**config.mk**
```make
export PLATFORM = sky130hd
export DESIGN_NAME = ceespu_mc_sequencer_flat
export DESIGN_NICKNAME = d
export VERILOG_FILES = /design/src/rtl/ceespu_mc_sequencer_if.sv /design/src/rtl/ceespu_mc_sequencer.sv /design/src/flat_wrapper.sv
export SDC_FILE = /design/constraint.sdc
export NUM_CORES = 1
export LEC_CHECK = 0
export ABC_AREA = 1
export CAP_MARGIN = 15
export CORE_ASPECT_RATIO = 2
export CORE_UTILIZATION = 30
export CTS_CLUSTER_DIAMETER = 200
export DETAILED_ROUTE_END_ITERATION = 8
export SYNTH_ARGS = -nofsm -noshare
export SYNTH_HDL_FRONTEND = slang
export SYNTH_SLANG_ARGS = --single-unit
```
**constraint.sdc**
```tcl
create_clock -name I_clk -period 1.1 [get_ports I_clk]
set_input_delay 0.165 -clock I_clk [delete_from_list [all_inputs] [get_ports I_clk]]
set_output_delay 0.165 -clock I_clk [all_outputs]
set_load 0.1 [all_outputs]
```
**src/rtl/ceespu_mc_sequencer_if.sv**
```systemverilog
// Execute-stage side of the ALU multi-cycle handshake plus the writeback strobe.
// The slave modport is the sequencer; the master modport is the pipeline/ALU side.
interface ceespu_mc_sequencer_if;
  logic        I_valid;
  logic        I_multiCycle;
  logic        I_dataReady;
  logic [31:0] I_aluResult;
  logic [4:0]  I_rdAddr;
  logic        I_flush;
  logic        O_stall;
  logic        O_busy;
  logic        O_wbValid;
  logic [31:0] O_wbData;
  logic [4:0]  O_wbAddr;
  logic        O_timeout;

  modport slave (
    input  I_valid, I_multiCycle, I_dataReady, I_aluResult, I_rdAddr, I_flush,
    output O_stall, O_busy, O_wbValid, O_wbData, O_wbAddr, O_timeout
  );

  modport master (
    output I_valid, I_multiCycle, I_dataReady, I_aluResult, I_rdAddr, I_flush,
    input  O_stall, O_busy, O_wbValid, O_wbData, O_wbAddr, O_timeout
  );
endinterface

```
**src/rtl/ceespu_mc_sequencer.sv**
```systemverilog
// Stalls the front of the pipeline while a multi-cycle ALU op runs, captures its
// result for a one-cycle writeback strobe, and aborts it on flush or watchdog expiry.
module ceespu_mc_sequencer #(
  parameter int unsigned TIMEOUT_CYCLES = 8,
  parameter int unsigned CNT_W          = 4
) (
  input logic                  I_clk,
  input logic                  I_rst,
  ceespu_mc_sequencer_if.slave bus
);

  localparam logic [1:0] S_IDLE = 2'd0;
  localparam logic [1:0] S_WAIT = 2'd1;
  localparam logic [1:0] S_DONE = 2'd2;

  localparam logic [CNT_W-1:0] CNT_LAST = CNT_W'(TIMEOUT_CYCLES - 1);

  logic [1:0]       r_state;
  logic [CNT_W-1:0] r_cnt;
  logic [4:0]       r_rd;
  logic             r_wbValid;
  logic [31:0]      r_wbData;
  logic [4:0]       r_wbAddr;
  logic             r_timeout;
  logic             w_trigger;

  assign w_trigger = bus.I_valid & bus.I_multiCycle & ~bus.I_flush;

  // Stall asserts combinationally in the issue cycle so the op is held in execute.
  assign bus.O_stall   = ((r_state == S_IDLE) & w_trigger) | (r_state == S_WAIT);
  assign bus.O_busy    = (r_state != S_IDLE);
  assign bus.O_wbValid = r_wbValid;
  assign bus.O_wbData  = r_wbData;
  assign bus.O_wbAddr  = r_wbAddr;
  assign bus.O_timeout = r_timeout;

  always_ff @(posedge I_clk) begin
    if (I_rst) begin
      r_state   <= S_IDLE;
      r_cnt     <= '0;
      r_rd      <= '0;
      r_wbValid <= 1'b0;
      r_wbData  <= '0;
      r_wbAddr  <= '0;
      r_timeout <= 1'b0;
    end else begin
      r_wbValid <= 1'b0;
      r_timeout <= 1'b0;
      case (r_state)
        S_IDLE: begin
          if (w_trigger) begin
            r_state <= S_WAIT;
            r_rd    <= bus.I_rdAddr;
            r_cnt   <= '0;
          end
        end
        S_WAIT: begin
          // Flush outranks a same-cycle completion; the result is dropped.
          if (bus.I_flush) begin
            r_state <= S_IDLE;
          end else if (bus.I_dataReady) begin
            r_state   <= S_DONE;
            r_wbData  <= bus.I_aluResult;
            r_wbAddr  <= r_rd;
            r_wbValid <= 1'b1;
          end else if (r_cnt == CNT_LAST) begin
            r_state   <= S_IDLE;
            r_timeout <= 1'b1;
          end else begin
            r_cnt <= r_cnt + 1'b1;
          end
        end
        S_DONE:  r_state <= S_IDLE;
        default: r_state <= S_IDLE;
      endcase
    end
  end

endmodule

```
**src/flat_wrapper.sv**
```systemverilog
// flat-port wrapper written by rule: the top's interface ports become plain ports
module ceespu_mc_sequencer_flat 
#(
  parameter int unsigned TIMEOUT_CYCLES = 8,
  parameter int unsigned CNT_W          = 4
)
  (I_clk, I_rst, bus_I_valid, bus_I_multiCycle, bus_I_dataReady, bus_I_aluResult, bus_I_rdAddr, bus_I_flush, bus_O_stall, bus_O_busy, bus_O_wbValid, bus_O_wbData, bus_O_wbAddr, bus_O_timeout);
  ceespu_mc_sequencer_if bus_i ();
  input logic I_clk;
  input logic I_rst;
  input wire logic [$bits(bus_i.I_valid)-1:0] bus_I_valid;
  input wire logic [$bits(bus_i.I_multiCycle)-1:0] bus_I_multiCycle;
  input wire logic [$bits(bus_i.I_dataReady)-1:0] bus_I_dataReady;
  input wire logic [$bits(bus_i.I_aluResult)-1:0] bus_I_aluResult;
  input wire logic [$bits(bus_i.I_rdAddr)-1:0] bus_I_rdAddr;
  input wire logic [$bits(bus_i.I_flush)-1:0] bus_I_flush;
  output wire logic [$bits(bus_i.O_stall)-1:0] bus_O_stall;
  output wire logic [$bits(bus_i.O_busy)-1:0] bus_O_busy;
  output wire logic [$bits(bus_i.O_wbValid)-1:0] bus_O_wbValid;
  output wire logic [$bits(bus_i.O_wbData)-1:0] bus_O_wbData;
  output wire logic [$bits(bus_i.O_wbAddr)-1:0] bus_O_wbAddr;
  output wire logic [$bits(bus_i.O_timeout)-1:0] bus_O_timeout;
  assign bus_i.I_valid = bus_I_valid;
  assign bus_i.I_multiCycle = bus_I_multiCycle;
  assign bus_i.I_dataReady = bus_I_dataReady;
  assign bus_i.I_aluResult = bus_I_aluResult;
  assign bus_i.I_rdAddr = bus_I_rdAddr;
  assign bus_i.I_flush = bus_I_flush;
  assign bus_O_stall = bus_i.O_stall;
  assign bus_O_busy = bus_i.O_busy;
  assign bus_O_wbValid = bus_i.O_wbValid;
  assign bus_O_wbData = bus_i.O_wbData;
  assign bus_O_wbAddr = bus_i.O_wbAddr;
  assign bus_O_timeout = bus_i.O_timeout;
  ceespu_mc_sequencer #(.TIMEOUT_CYCLES(TIMEOUT_CYCLES), .CNT_W(CNT_W)) u_core (.I_clk(I_clk), .I_rst(I_rst), .bus(bus_i));
endmodule
```
==> flow_metrics.tcl <==
set metrics [dict create \
    status "complete, but fails checks" \
    violations "design-rule violations, negative setup slack" \
    cap_violations 0 \
    netlist_instances 237 \
    ys_types 22 \
    die_area_um2 6620 \
    rsz0062_at_grt "yes" \
    finalHoldViolCount 0 \
    drt_iter0_markers 65 \
    drc 7 \
    min_path_type "in2reg" \
    wl_um 5850 \
    skew_ns 0.00210 \
    multi_input_area_um2 920 \
    vias 1910 \
    grt_usage 0.178 \
    p_leak_nw 1.61 \
    cp.required_ns 0.94 \
    cp_max_fo 2 \
    syn2layout_area_growth_pct 105 \
    crit_type "reg2out" \
    gr-total-overflow 0 \
    postSynthAreaPerCell_um2 7.95 \
    grt_pass1_vias 1864 \
    slew_violations 0 \
    p_total_mw 4.08 \
    place_hpwl_um 3900 \
    max-vdd-ir-drop_mv 0.922 \
    antenna_found_initial 0 \
    drtAntennaViolNets 0 \
    setup_viol 51 \
    die_h_um 114 \
    setup_slack_ns -0.205 \
    fmax_mhz 766 \
    ctsLongestPathBuffers 2 \
    start_kind "flip-flop" \
    timing.rr.start "u_core.r_state[0]$_SDFFE_PP0P_" \
    drive_above_1_share 0.487 \
    ys_warn_count 0 \
    relSlewSlack 0.788 \
    fin_crit_sh 1.19 \
    cts-root-buf "clkbuf_16" \
    cts.sinks 50 \
    cts_inserted_buffers 5 \
    nNetsFinal 390 \
    fill_cells 484 \
    reg2regPathDepth 7 \
    grt_pass1_wl_um 8780 \
    cp-end-kind "primary output" \
    wl_per_cell_um 14.3 \
    routed_via_density 4.66 \
    stdcell_count 410 \
    seq_area_frac_synth 0.532 \
    die_width_um 58.0 \
    cts_tree "done" \
    core_area_um2 6010 \
    r2r_slack_ns -0.20 \
    worstReg2RegEnd "u_core.bus.O_wbData[27]$_SDFFE_PP0P_" \
    hold_depth 3 \
    rows 40 \
    layout_commonest_cell "nor2_1" \
    io_buffer_count 83 \
    cts.htree.levels 2 \
    start_util 0.314 \
    io_pins 84 \
    crit_start "u_core.r_state[0]$_SDFFE_PP0P_" \
    tightest_slew_ns 0.317 \
    synthesis.area_um2 1880 \
    post-place-cells 392 \
    insertedDiodeCount 0 \
    path_clk_slew_ns 0.06 \
    syn_nets 281 \
    period_needed_ns 1.31 \
    arrival_ns 1.14 \
    register_area_um2 1050 \
    hold_buffers 0 \
    final_core_util 0.642 \
    cp-endpoint "bus_O_stall" \
    place_congestion 0.817 \
    clock_latency_ns 0.28 \
    grt_max_degree 33 \
    power_density_nw_per_um2 1060 \
    synth-seq-cells 50 \
    dr.pass1.iters 6 \
    layout_common_cells "nor2_1, buf_12, clkdlybuf4s50_1, dfxtp_2, o21ai_1" \
]
==> layer usage <==
layer	track usage	vias to the layer above	routed length [um]
li1	-	973	-
met1	0.170	872	2020
met2	0.338	56	3420
met3	0.0317	9	232
met4	0.102	0	171
met5	0	-	0
==> final cells by class <==
class                           count  area share
Clock buffer                        7      0.0370
Clock inverter                      1     0.00130
Inverter                            8     0.00778
Multi-Input combinational cell    166       0.238
Sequential cell                    50       0.273
Tap cell                           63      0.0204
Timing Repair Buffer              115       0.422
==> worst min-delay path by stage <==
stage	startpoint	slack (ns)	to
2_1_floorplan	I_rst	0.23	u_core.r_state[0]$_SDFFE_PP0P_
3_3_place_gp	u_core.r_rd[3]$_SDFFE_PP0P_	0.47	u_core.bus.O_wbAddr[3]$_SDFFE_PP0P_
3_5_place_dp	u_core.r_rd[2]$_SDFFE_PP0P_	0.47	u_core.r_rd[2]$_SDFFE_PP0P_
4_1_cts	bus_I_aluResult[30]	0.45	u_core.bus.O_wbData[30]$_SDFFE_PP0P_
5_1_grt	bus_I_aluResult[10]	0.46	u_core.bus.O_wbData[10]$_SDFFE_PP0P_
6_report	bus_I_aluResult[23]	0.45	u_core.bus.O_wbData[23]$_SDFFE_PP0P_
==> kinds of logic (layout without fill, tap and decap cells) <==
kind of cell | after synthesis | in the layout | share of synthesized area
fa+ha+maj | 1 | 1 | 0.00664
flops | 50 | 50 | 0.532
xor+xnor | 1 | 1 | 0.00465
simple gates | 118 | 118 | 0.266
compound gates | 46 | 46 | 0.124
buf+inv | 21 | 131 | 0.0678
==> Yosys cell counts, drive strengths merged <==
cell type | n | share of area
a21oi | 3 | 0.0080
nor3 | 2 | 0.011
nor2 | 95 | 0.20
buf | 9 | 0.044
clkbuf | 4 | 0.0080
nand3b | 1 | 0.0040
nand2 | 13 | 0.027
o21ai | 42 | 0.11
inv | 8 | 0.016
ha | 1 | 0.0066
nand3 | 6 | 0.019
nand4 | 1 | 0.0033
a21boi | 1 | 0.0040
dfxtp | 50 | 0.53
xnor2 | 1 | 0.0047
==> state kept, by name, summed over array words and instances, names as in the netlist <==
| name | cells |
|---|---|
| u_core.r_state | 2 |
| u_core.bus.O_timeout | 1 |
| u_core.bus.O_wbAddr | 5 |
| u_core.r_rd | 5 |
| u_core.bus.O_wbValid | 1 |
| u_core.bus.O_wbData | 32 |
| u_core.r_cnt | 4 |
==> critical path, cell delays in order, from the launching register on <==
cell     delay (ns)
dfxtp_2        0.36
buf_6          0.11
nand2_4        0.05
buf_6          0.12
nand2_4        0.05
buf_12         0.16
==> per-stage QoR <==
stage	hold WS (ns)	area (um^2)	setup TNS, ns	setup slack, ns
2_1_floorplan	0.227	1940	-1.04	-0.147
3_3_place_gp	0.469	3360	-18.51	-0.442
3_5_place_dp	0.475	3360	-18.82	-0.441
4_1_cts	0.447	3700	-7.68	-0.210
5_1_grt	0.459	3860	-11.65	-0.269
6_report	0.455	3860	-7.79	-0.205
==> power breakdown <==
part / internal (mW) / switching (mW) / leakage, nW
logic: 0.320 / 0.341 / 1.11
registers: 1.85 / 0.0319 / 0.425
clock network: 0.902 / 0.640 / 0.0739
total: 3.07 / 1.01 / 1.61
==> repair_timing <==
| item | in CTS | in global routing |
|---|---|---|
| setup buffers | 5 | 1 |
| cloned | 1 | 3 |
| pin swaps | 10 | 10 |
| gates resized for setup | 49 | 25 |
| setup endpoints to repair | 52 | 51 |
No activity file was read; power rests on OpenSTA's default activity.
